**src/rtl/lsu_axi_master.sv**
```systemverilog
// Single-outstanding AXI4 master for the load/store unit: one pipeline request
// becomes one single-beat AXI read or write, with an extended/registered response.
module lsu_axi_master #(
  parameter int unsigned ADDR_W = 32,
  parameter int unsigned DATA_W = 32,
  parameter int unsigned ID_W   = 4,
  parameter int unsigned ID_VAL = 0
) (
  input  logic                  M_AXI_ACLK,
  input  logic                  M_AXI_ARESETN,
  input  logic                  req_valid,
  output logic                  req_ready,
  input  logic                  req_wen,
  input  logic [ADDR_W-1:0]     req_addr,
  input  logic [DATA_W-1:0]     req_wdata,
  input  logic [1:0]            req_size,
  input  logic                  req_unsigned,
  output logic                  resp_valid,
  input  logic                  resp_ready,
  output logic [DATA_W-1:0]     resp_rdata,
  output logic                  resp_err,
  output logic [ADDR_W-1:0]     M_AXI_ARADDR,
  output logic                  M_AXI_ARVALID,
  input  logic                  M_AXI_ARREADY,
  output logic [ID_W-1:0]       M_AXI_ARID,
  output logic [7:0]            M_AXI_ARLEN,
  output logic [2:0]            M_AXI_ARSIZE,
  output logic [1:0]            M_AXI_ARBURST,
  input  logic [DATA_W-1:0]     M_AXI_RDATA,
  input  logic [1:0]            M_AXI_RRESP,
  input  logic                  M_AXI_RVALID,
  output logic                  M_AXI_RREADY,
  output logic [ADDR_W-1:0]     M_AXI_AWADDR,
  output logic                  M_AXI_AWVALID,
  input  logic                  M_AXI_AWREADY,
  output logic [ID_W-1:0]       M_AXI_AWID,
  output logic [7:0]            M_AXI_AWLEN,
  output logic [2:0]            M_AXI_AWSIZE,
  output logic [1:0]            M_AXI_AWBURST,
  output logic [DATA_W-1:0]     M_AXI_WDATA,
  output logic [DATA_W/8-1:0]   M_AXI_WSTRB,
  output logic                  M_AXI_WVALID,
  output logic                  M_AXI_WLAST,
  input  logic                  M_AXI_WREADY,
  input  logic [1:0]            M_AXI_BRESP,
  input  logic                  M_AXI_BVALID,
  output logic                  M_AXI_BREADY
);

  localparam int unsigned STRB_W = DATA_W / 8;

  typedef enum logic [2:0] {
    S_IDLE, S_RD_ADDR, S_RD_DATA, S_WR_REQ, S_WR_RESP, S_RESP
  } state_t;

  state_t              state_q, state_d;
  logic [ADDR_W-1:0]   addr_q, addr_d;
  logic [DATA_W-1:0]   wdata_q, wdata_d;
  logic [STRB_W-1:0]   strb_q, strb_d;
  logic [1:0]          size_q, size_d;
  logic                uns_q, uns_d;
  logic                req_ready_q, req_ready_d;
  logic                arvalid_q, arvalid_d;
  logic                rready_q, rready_d;
  logic                awvalid_q, awvalid_d;
  logic                wvalid_q, wvalid_d;
  logic                bready_q, bready_d;
  logic                aw_done_q, aw_done_d;
  logic                w_done_q, w_done_d;
  logic                resp_valid_q, resp_valid_d;
  logic                resp_err_q, resp_err_d;
  logic [DATA_W-1:0]   resp_rdata_q, resp_rdata_d;
  logic                misaligned, aw_fin, w_fin;
  logic                unused_resp_lsb;

  assign unused_resp_lsb = M_AXI_RRESP[0] ^ M_AXI_BRESP[0];

  // Sign/zero extension of the low-aligned read beat.
  function automatic logic [DATA_W-1:0] extend(input logic [DATA_W-1:0] d,
                                               input logic [1:0] sz, input logic uns);
    logic [DATA_W-1:0] r;
    r = d;
    case (sz)
      2'd0:    r = {{(DATA_W-8){~uns & d[7]}}, d[7:0]};
      2'd1:    r = {{(DATA_W-16){~uns & d[15]}}, d[15:0]};
      default: r = d;
    endcase
    return r;
  endfunction

  function automatic logic [STRB_W-1:0] size_mask(input logic [1:0] sz);
    logic [STRB_W-1:0] m;
    case (sz)
      2'd0:    m = STRB_W'(4'b0001);
      2'd1:    m = STRB_W'(4'b0011);
      default: m = STRB_W'(4'b1111);
    endcase
    return m;
  endfunction

  assign misaligned = (req_size == 2'd3) ||
                      ((req_size == 2'd1) && req_addr[0]) ||
                      ((req_size == 2'd2) && (req_addr[1:0] != 2'b00));

  // Next-state and next-output logic; every output is registered from these.
  always_comb begin
    state_d      = state_q;
    addr_d       = addr_q;
    wdata_d      = wdata_q;
    strb_d       = strb_q;
    size_d       = size_q;
    uns_d        = uns_q;
    req_ready_d  = req_ready_q;
    arvalid_d    = arvalid_q;
    rready_d     = rready_q;
    awvalid_d    = awvalid_q;
    wvalid_d     = wvalid_q;
    bready_d     = bready_q;
    aw_done_d    = aw_done_q;
    w_done_d     = w_done_q;
    resp_valid_d = resp_valid_q;
    resp_err_d   = resp_err_q;
    resp_rdata_d = resp_rdata_q;
    aw_fin       = aw_done_q | (awvalid_q & M_AXI_AWREADY);
    w_fin        = w_done_q | (wvalid_q & M_AXI_WREADY);

    case (state_q)
      S_IDLE: begin
        if (req_valid) begin
          addr_d      = req_addr;
          wdata_d     = req_wdata;
          size_d      = req_size;
          uns_d       = req_unsigned;
          strb_d      = size_mask(req_size);
          req_ready_d = 1'b0;
          if (misaligned) begin
            state_d      = S_RESP;
            resp_valid_d = 1'b1;
            resp_err_d   = 1'b1;
            resp_rdata_d = '0;
          end else if (req_wen) begin
            state_d   = S_WR_REQ;
            awvalid_d = 1'b1;
            wvalid_d  = 1'b1;
            aw_done_d = 1'b0;
            w_done_d  = 1'b0;
          end else begin
            state_d   = S_RD_ADDR;
            arvalid_d = 1'b1;
          end
        end
      end
      S_RD_ADDR: begin
        if (M_AXI_ARREADY) begin
          state_d   = S_RD_DATA;
          arvalid_d = 1'b0;
          rready_d  = 1'b1;
        end
      end
      S_RD_DATA: begin
        if (M_AXI_RVALID) begin
          state_d      = S_RESP;
          rready_d     = 1'b0;
          resp_valid_d = 1'b1;
          resp_err_d   = M_AXI_RRESP[1];
          resp_rdata_d = M_AXI_RRESP[1] ? '0 : extend(M_AXI_RDATA, size_q, uns_q);
        end
      end
      S_WR_REQ: begin
        // AW and W retire independently; B is only accepted once both have.
        if (aw_fin) begin
          awvalid_d = 1'b0;
          aw_done_d = 1'b1;
        end
        if (w_fin) begin
          wvalid_d = 1'b0;
          w_done_d = 1'b1;
        end
        if (aw_fin && w_fin) begin
          state_d  = S_WR_RESP;
          bready_d = 1'b1;
        end
      end
      S_WR_RESP: begin
        if (M_AXI_BVALID) begin
          state_d      = S_RESP;
          bready_d     = 1'b0;
          resp_valid_d = 1'b1;
          resp_err_d   = M_AXI_BRESP[1];
          resp_rdata_d = '0;
        end
      end
      S_RESP: begin
        if (resp_ready) begin
          state_d      = S_IDLE;
          resp_valid_d = 1'b0;
          req_ready_d  = 1'b1;
        end
      end
      default: begin
        state_d     = S_IDLE;
        req_ready_d = 1'b1;
      end
    endcase
  end

  always_ff @(posedge M_AXI_ACLK or negedge M_AXI_ARESETN) begin
    if (!M_AXI_ARESETN) begin
      state_q      <= S_IDLE;
      addr_q       <= '0;
      wdata_q      <= '0;
      strb_q       <= '0;
      size_q       <= '0;
      uns_q        <= 1'b0;
      req_ready_q  <= 1'b1;
      arvalid_q    <= 1'b0;
      rready_q     <= 1'b0;
      awvalid_q    <= 1'b0;
      wvalid_q     <= 1'b0;
      bready_q     <= 1'b0;
      aw_done_q    <= 1'b0;
      w_done_q     <= 1'b0;
      resp_valid_q <= 1'b0;
      resp_err_q   <= 1'b0;
      resp_rdata_q <= '0;
    end else begin
      state_q      <= state_d;
      addr_q       <= addr_d;
      wdata_q      <= wdata_d;
      strb_q       <= strb_d;
      size_q       <= size_d;
      uns_q        <= uns_d;
      req_ready_q  <= req_ready_d;
      arvalid_q    <= arvalid_d;
      rready_q     <= rready_d;
      awvalid_q    <= awvalid_d;
      wvalid_q     <= wvalid_d;
      bready_q     <= bready_d;
      aw_done_q    <= aw_done_d;
      w_done_q     <= w_done_d;
      resp_valid_q <= resp_valid_d;
      resp_err_q   <= resp_err_d;
      resp_rdata_q <= resp_rdata_d;
    end
  end

  assign req_ready     = req_ready_q;
  assign resp_valid    = resp_valid_q;
  assign resp_err      = resp_err_q;
  assign resp_rdata    = resp_rdata_q;
  assign M_AXI_ARADDR  = addr_q;
  assign M_AXI_ARVALID = arvalid_q;
  assign M_AXI_ARID    = ID_W'(ID_VAL);
  assign M_AXI_ARLEN   = 8'd0;
  assign M_AXI_ARSIZE  = {1'b0, size_q};
  assign M_AXI_ARBURST = 2'b01;
  assign M_AXI_RREADY  = rready_q;
  assign M_AXI_AWADDR  = addr_q;
  assign M_AXI_AWVALID = awvalid_q;
  assign M_AXI_AWID    = ID_W'(ID_VAL);
  assign M_AXI_AWLEN   = 8'd0;
  assign M_AXI_AWSIZE  = {1'b0, size_q};
  assign M_AXI_AWBURST = 2'b01;
  assign M_AXI_WDATA   = wdata_q;
  assign M_AXI_WSTRB   = strb_q;
  assign M_AXI_WVALID  = wvalid_q;
  assign M_AXI_WLAST   = wvalid_q;
  assign M_AXI_BREADY  = bready_q;

endmodule

```
**config.mk**
```make
export PLATFORM = sky130hd
export DESIGN_NAME = lsu_axi_master
export DESIGN_NICKNAME = d
export VERILOG_FILES = /design/src/rtl/lsu_axi_master.sv
export SDC_FILE = /design/constraint.sdc
export NUM_CORES = 1
export LEC_CHECK = 0
export ABC_AREA = 0
export ABC_CLOCK_PERIOD_IN_PS = 2350
export CAP_MARGIN = 25
export CORE_MARGIN = 3
export CORE_UTILIZATION = 40
export DETAILED_ROUTE_END_ITERATION = 7
export GPL_TIMING_DRIVEN = 1
export HOLD_SLACK_MARGIN = 0.05
export PLACE_DENSITY = 0.85
export SLEW_MARGIN = 10
export SYNTH_ARGS = -nofsm -noshare
export SYNTH_HDL_FRONTEND = slang
export SYNTH_SLANG_ARGS = --single-unit
export TNS_END_PERCENT = 30
```
**constraint.sdc**
```tcl
create_clock -name M_AXI_ACLK -period 2.35 [get_ports M_AXI_ACLK]
set_input_delay 0.5875 -clock M_AXI_ACLK [delete_from_list [all_inputs] [get_ports M_AXI_ACLK]]
set_output_delay 0.5875 -clock M_AXI_ACLK [all_outputs]
set_load 0.03 [all_outputs]
```
# After elaboration in Yosys (flattened, before gate mapping)

Cells that the tools add are included.

Multiplexer cells: 54
Reduce and logical (&&, ||, !) cells: 26
Bitwise logic cells: 8
Equal/unequal tests: 21

Operator list:

| operator           | count |
|---|---|
| $mux 32            | 5 |
| $pmux 32 s3        | 1 |
| $pmux 32 s2        | 1 |
| $mux 1             | 27 |
| $ne 2x2->1 const B | 12 |
| $mux 3             | 7 |
| $reduce_and 5->1   | 4 |
| $pmux 3 s6         | 1 |
| $pmux 1 s2         | 7 |
| $reduce_and 6->1   | 2 |
| $reduce_bool 2->1  | 5 |
| $reduce_and 3->1   | 3 |
| $pmux 4 s2         | 1 |
| $eq 3x2->1 const B | 2 |
| $eq 3x3->1 const B | 2 |
| $pmux 1 s3         | 2 |
| $and 1x1->1        | 4 |
| $eq 2x1->1 const B | 2 |
| $eq 2x2->1 const B | 2 |
| $logic_not 2->1    | 2 |
| $pmux 1 s4         | 1 |
| $reduce_bool 4->1  | 1 |
| $reduce_or 4->1    | 1 |
| $eq 3x1->1 const B | 1 |
| other kinds (8)    | 13 |

Flip-flop bits (word level): 116

# Depth between registers and ports, before layout

Gate-level depths: netlist (run 1).

Depth after elaboration: 7
Mapped depth: 9

# Worst setup path before layout (run 1)

OpenSTA, ideal clock, no wires.

Path type: input port to flip-flop
Start: in req_addr[0]
End: reg resp_err_q, in the netlist resp_err
Buffers on the path: 1
Arrival: 1.771 ns
Slack: 0.454 ns
Stages on the path: 5
Setup time: 0.125 ns
Data required time: 2.225 ns
Cell sequence: a21oi_1 -> o21ba_1 -> buf_6 -> nor3_2 -> mux2_2

Longest elaborated chain between the ends: 5

Ends and longest elaborated chain:

| element                                                       | RTL line | source |
|---|---|---|
| start, declared                                               | 14       | `input logic [ADDR_W-1:0] req_addr,` |
| $reduce_bool 2->1 / $logic_and 1x1->1 (equally long branches) | 103, 102 |  |
| $logic_and 1x1->1 / $logic_or 1x1->1 (equally long branches)  | 103, 101 |  |
| $logic_or 1x1->1 *                                            | 102      | `((req_size == 2'd1) && req_addr[0]) \|\|` |
| $ne 2x2->1 (no line) *                                        | --       |  |
| $reduce_and 5->1 (no line) *                                  | --       |  |
| end signal, assigned                                          | 242      | `resp_err_q <= resp_err_d;` |
| end, declared                                                 | 71       | `logic resp_err_q, resp_err_d;` |

Every way passes the cells marked *; elsewhere a longest branch is shown, timed or not.
A chain may end at the register's enable or synchronous reset.

# Worst setup path after layout (run 1)

Start: reg size_q[1]
End: out M_AXI_AWSIZE[1]

RTL lines:

| element                | RTL line | source |
|---|---|---|
| start, declared        | 60       | `logic [1:0] size_q, size_d;` |
| start signal, assigned | 231      | `size_q <= size_d;` |
| end, declared          | 38       | `output logic [2:0] M_AXI_AWSIZE,` |

No word-level cell between the ends.

==> metrics.cfg, run 1 <==
[grt]
antenna_found_initial = 0
grt_max_degree = 50
grt_pass1_wl_um = 24180
grt_usage_pct = 21.19
grt_pass1_vias = 4679
overflow = 0

[critical_path]
worstPathCellList = clkdlybuf4s50_1
startpoint_type = flop
crit_path_max_fanout = 12
startpoint = size_q[1]$_DFFE_PN0P_
required_ns = 1.76
slowest_delay_ns = 0.73
cpMaxStageDelayCell = clkdlybuf4s50_1
arrival_ns = 1.65
reg2reg_from = state_q[1]$_DFFE_PN0P_
cp_top_family = buffers and inverters
path_class = flop to output pin
cp_num_buf_inv = 1
crit_path_end_kind = output pin

[yosys]
synth-seq-cells = 115
synth_area_leaders = dfrtp_1 (53%), mux2_2 (16%), buf_4 (9.2%)
ys.flop_type = dfrtp_1
yosysSeqAreaShare_pct = 53.25
synth_top_family_by_area = multiplexers
muxShareOfSynthArea_pct = 16.59
synthArstFlopShare_pct = 100.0
synth_area_per_cell_um2 = 11.78
syn-instance-count = 459
yosysTopAreaCell = dfrtp_1
synth_top_area_share_pct = 52.77
yosys.area_share.simple_pct = 6.411
synthAdderAreaFrac_pct = 0
synthXorXnorAreaFrac_pct = 0
syn_area_um2 = 5406
synth_compound_area_share_pct = 10.97
ys_warn_count = 0
ys_types = 43
synth_edf_count = 0

[place]
dp_hpwl_um = 11590
io_buffers = 255
dp_cells = 839
post-place-ws_ns = -0.1092
gp_congestion = 0.8645

[pwr]
pwr_density_cell_nw_per_um2 = 1484
p_leak_nw = 3.520
switching_share_pct = 42.32
p_int_w = 0.007149
p_clk_share_pct = 18.7
total_power_w = 0.01240
netSwitchingPower_w = 0.005246
seq_power_share_pct = 27.4
ir_worst_vdd_mv = 1.062
comb_power_share_pct = 53.9

[sta]
hold_viol = 0
clock_skew_ns = 0.006960
setup_viol = 0
slew_violations = 0
fin_crit_sh_pct = 95.15
max_clock_freq_mhz = 447.2
min_period_ns = 2.236
finalSetupTns_ns = 0
worst_slack_ns = 0.1139
grt_setup_unrepaired = no

[final_layout]
final_nets = 799
multi_input_area_um2 = 1958
layoutNonFillerInstCount = 871
area_growth_pct = 54.46
diodes = 0
drive_gt1_share_pct = 19.03
seq_area_um2 = 2879
num-fill-cells = 958

[cts]
insertion_delay_ns = 0.40
clk_pin_slew_ns = 0.05
cts_num_sinks = 115
cts_made_buffers = 17
cts_tree = built
cts.path.max_buffers = 2
root_buffer = clkbuf_16
htree_num_levels = 4

[die]
pin_count = 288
start_util_pct = 41.82
dieArea_um2 = 14950
die_h_um = 122.3
row_count = 41
core_um2 = 12930
chipWidth_um = 122.3

[route]
wl_per_cell_um = 17.90
drcViolationCount = 0
ant_nets = 0
finalWirelength_um = 15590
vias = 4372
via_per_inst = 5.020
drtIter0Drc = 255
first_pass_iters = 5

[hold_path]
hp-class = primary input to async pin

[job]
maxCapViolations = 0

[outcome]
outcome = finished, final reports clean

routing by layer:
layer | vias up | global-route usage [%] | routed length [um]
met5 | - | 0 | 0
met4 | 0 | 7.628 | 221
met3 | 16 | 8.664 | 1540
met2 | 234 | 37.38 | 8325
met1 | 2142 | 22.85 | 5506
li1 | 1980 | - | -
layout make-up:
type / count / area share [%]
timing repair buffer: 274 / 32.69
multi-input combinational: 270 / 23.45
inverter: 8 / 0.3596
clock buffer: 27 / 6.143
sequential: 115 / 34.48
clock inverter: 5 / 0.2997
tap: 172 / 2.577
final timing paths:
kind | end | slack [ns] | cells after the start
max | M_AXI_AWSIZE[1] | 0.11 | 1
max reg2reg | resp_rdata[1]$_DFFE_PN0P_ | 0.43 | 6
min reg2reg | M_AXI_WSTRB[0]$_DFFE_PN0P_ | 0.46 | 1
min in group M_AXI_ACLK | M_AXI_WSTRB[0]$_DFFE_PN0P_ | 0.46 | 1
max in group asynchronous | req_ready$_DFFE_PN1P_ | 1.56 | 2
min | M_AXI_ARADDR[24]$_DFFE_PN0P_ | 0.14 | 1
flip-flops by register name, indices dropped and copies added (netlist names):
register	cells
aw_done_q	1
M_AXI_RREADY	1
M_AXI_ARVALID	1
resp_err	1
M_AXI_BREADY	1
state_q	3
resp_valid	1
M_AXI_WDATA	32
M_AXI_AWVALID	1
M_AXI_WLAST	1
resp_rdata	32
uns_q	1
M_AXI_WSTRB	3
req_ready	1
M_AXI_ARADDR	32
size_q	2
w_done_q	1
cell usage after synthesis, types with 2 or more instances:
cell,number
conb_1,2
buf_6,6
a21oi_1,14
or3_1,2
mux2_2,77
o31ai_1,40
buf_4,66
o21a_1,2
nor2b_1,2
nor3_1,5
buf_2,6
mux2i_1,3
clkbuf_1,14
o21ai_0,24
nand2_1,20
nand3b_1,3
dfrtp_1,114
o22a_1,2
or2_2,2
nor2_1,25
buf_1,2
inv_1,7
logic make-up (layout without fill, tap and decap cells):
kind of cell,Yosys count,after routing
other,2,30
muxes,80,80
buffers and inverters,102,314
DFF,115,115
and+or+nand+nor,70,70
AOI/OAI and AO/OA,90,90
metrics by stage:
stage               util [%]  hold slack, ns  instance area [um2]
floorplan                  -          0.2919                 5512
global placement       60.43          0.4540                 7812
detailed placement     60.43          0.4550                 7812
CTS                    64.58          0.1348                 8348
global route           64.60          0.1419                 8351
finish                 64.60          0.1370                 8351
power groups by stage:
| stage | Combinational [W] | Sequential, W | Clock [W] |
|---|---|---|---|
| floorplan | 0.00297 | 0.00472 | 0 |
| global placement | 0.00660 | 0.00335 | 0 |
| detailed placement | 0.00672 | 0.00342 | 0 |
| CTS | 0.00674 | 0.00341 | 0.00238 |
| global route | 0.00704 | 0.00351 | 0.00249 |
| finish | 0.00668 | 0.00340 | 0.00232 |
timing repair:
item | in CTS | in global routing
setup buffers | 0 | 0
hold buffers | 0 | 0
setup endpoints to repair | 2 | 1
resized for setup | 2 | 1
placed cells by master, fill, tap and decap left out, types with 3 or more instances in the layout:
master / netlist / routed
clkbuf_1: 14 / 5
nor3_1: 5 / 5
clkbuf_16: 0 / 17
nor2_1: 25 / 25
a21oi_1: 14 / 14
conb_1: 2 / 30
nand2_1: 20 / 20
clkbuf_8: 0 / 5
buf_4: 66 / 17
inv_1: 7 / 7
o31ai_1: 40 / 40
buf_12: 0 / 3
dfrtp_1: 114 / 114
o21ai_0: 24 / 24
clkdlybuf4s50_1: 0 / 251
nand3b_1: 3 / 3
clkinv_2: 0 / 5
mux2_2: 77 / 77
No activity file was read; power rests on OpenSTA's default activity.
==> run 2, diff against run 1 <==
--- a/config.mk
+++ b/config.mk
@@ -12,9 +12,8 @@
 export CORE_UTILIZATION = 40
 export DETAILED_ROUTE_END_ITERATION = 7
 export GPL_TIMING_DRIVEN = 1
-export HOLD_SLACK_MARGIN = 0.05
 export PLACE_DENSITY = 0.85
-export SLEW_MARGIN = 10
+export SLEW_MARGIN = 40
 export SYNTH_ARGS = -nofsm -noshare
 export SYNTH_HDL_FRONTEND = slang
 export SYNTH_SLANG_ARGS = --single-unit
==> results of run 2 <==
Final layout, timing and power as in run 1 (identical DEF).
==> run 3, diff against run 2 <==
--- a/config.mk
+++ b/config.mk
@@ -6,13 +6,13 @@
 export NUM_CORES = 1
 export LEC_CHECK = 0
 export ABC_AREA = 0
-export ABC_CLOCK_PERIOD_IN_PS = 2350
+export ABC_CLOCK_PERIOD_IN_PS = 2600
 export CAP_MARGIN = 25
 export CORE_MARGIN = 3
-export CORE_UTILIZATION = 40
+export CORE_UTILIZATION = 43
 export DETAILED_ROUTE_END_ITERATION = 7
 export GPL_TIMING_DRIVEN = 1
-export PLACE_DENSITY = 0.85
+export PLACE_DENSITY = 0.9
 export SLEW_MARGIN = 40
 export SYNTH_ARGS = -nofsm -noshare
 export SYNTH_HDL_FRONTEND = slang
==> constraint.sdc (replaced) <==
create_clock -name M_AXI_ACLK -period 2.6 [get_ports M_AXI_ACLK]
set_input_delay 0.65 -clock M_AXI_ACLK [delete_from_list [all_inputs] [get_ports M_AXI_ACLK]]
set_output_delay 0.65 -clock M_AXI_ACLK [all_outputs]
set_load 0.03 [all_outputs]
==> run 3 against run 2 <==
Non-clock buffer count fell by 4. First-iteration DRC count shrank 18%. Utilization grew 3.9 points. Count of clock-buffer cells in the layout decreased by 1. Combinational power shrank 9.7%. Critical path depth unchanged. Clock skew is 0.0029 ns lower. Sequential share of layout area grew 0.098 points. Largest cell class unchanged.
==> metrics.cfg, run 3 (synthesized netlist as in run 1, its figures left out) <==
[critical_path]
arrival_ns = 1.70
startpoint_type = flop
path_class = flop to output pin
cpMaxStageDelayCell = clkdlybuf4s50_1
cp_num_buf_inv = 1
slowest_delay_ns = 0.76
cp_top_family = buffers and inverters
crit_path_end_kind = output pin
worstPathCellList = clkdlybuf4s50_1
crit_path_max_fanout = 12
required_ns = 1.95

[die]
row_count = 40
dieArea_um2 = 13950
pin_count = 288
start_util_pct = 44.45
core_um2 = 12160
chipWidth_um = 118.1
die_h_um = 118.1

[final_layout]
layout_commonest_cell = clkdlybuf4s50_1
area_growth_pct = 54.02
final_nets = 795
diodes = 0
final_cell_mix = clkdlybuf4s50_1 (254), dfrtp_1 (114), mux2_2 (77)
finalInstanceArea_um2 = 8327
drive_gt1_share_pct = 18.44

[cts]
cts_hold_buf = 0
cts_resized = 0
cts_made_buffers = 17
cts.path.max_buffers = 2
cts_tree = built
cts_num_sinks = 115
root_buffer = clkbuf_16
cts_setup_buffers = 0
htree_num_levels = 4
clk_pin_slew_ns = 0.05
insertion_delay_ns = 0.40

[place]
post_dp_cell_area_um2 = 7777
gp_congestion = 0.8312
dp_hpwl_um = 11310
io_buffers = 255

[sta]
max_clock_freq_mhz = 425.5
hold_viol = 0
slew_headroom_pct = 66.14
setup_viol = 0
grt_setup_unrepaired = no
worst_pin_slew_ns = 0.4952
clock_skew_ns = 0.004040
fin_crit_sh_pct = 90.39
finalSetupTns_ns = 0
min_period_ns = 2.350
slew_violations = 0

[route]
finalWirelength_um = 15130
first_pass_iters = 4
drtIter0Drc = 209
vias = 4297
wl_per_cell_um = 17.55
ant_nets = 0
drcViolationCount = 0
via_per_inst = 4.985

[pwr]
p_leak_nw = 3.489
ir_worst_vdd_mv = 0.8972
pwr_density_cell_nw_per_um2 = 1352

[outcome]
outcome = finished, final reports clean

[grt]
grt_pass1_wl_um = 24120
grt_usage_pct = 21.71
overflow = 0
grt_max_degree = 59
antenna_found_initial = 0
grt_pass1_vias = 4558

[job]
maxCapViolations = 0

[hold_path]
hp-class = primary input to async pin

==> run 3: report_power, final <==
part / switching [W] / internal, W / total (W)
sequential: 0.000570 / 0.00251 / 0.00308
clock: 0.000750 / 0.00140 / 0.00215
combinational: 0.00341 / 0.00262 / 0.00603
==> run 3: stage by stage <==
step	power (W)	hold WS [ns]	setup WS (ns)	std cells	utilization [%]
CTS	0.01136	0.1584	0.2231	862	68.47
floorplan	0.006948	0.3544	0.6414	487	-
global route	0.01177	0.1692	0.1846	862	68.47
detailed placement	0.009152	0.4664	0.08524	831	63.95
finish	0.01126	0.1620	0.2498	862	68.47
global placement	0.008953	0.4535	0.1562	831	63.95
==> run 3: final timing paths <==
kind	cells after the start	slack, ns	startpoint	to
max	1	0.25	size_q[1]$_DFFE_PN0P_	M_AXI_ARSIZE[1]
min	1	0.16	M_AXI_ARESETN	M_AXI_ARADDR[26]$_DFFE_PN0P_
max reg2reg	5	0.42	state_q[1]$_DFFE_PN0P_	resp_rdata[29]$_DFFE_PN0P_
min reg2reg	1	0.48	M_AXI_WSTRB[0]$_DFFE_PN0P_	M_AXI_WSTRB[0]$_DFFE_PN0P_
max in group asynchronous	2	1.86	M_AXI_ARESETN	M_AXI_ARADDR[13]$_DFFE_PN0P_
min in group M_AXI_ACLK	1	0.48	M_AXI_WSTRB[0]$_DFFE_PN0P_	M_AXI_WSTRB[0]$_DFFE_PN0P_
==> run 3: area by class of cell <==
type                       count  area (um2)
tap                          168       210.2
clock buffer                  26       499.2
fill                         873        3835
multi-input combinational    270        1958
sequential                   115        2879
timing repair buffer         270        2700
clock inverter                 5       50.05
inverter                       8       30.03
==> run 3: layer usage <==
metal / wire length [um] / global-route usage [%]
met5: 0 / 0
met4: 276 / 8.425
met3: 1248 / 7.847
met2: 8069 / 38.44
met1: 5538 / 23.63
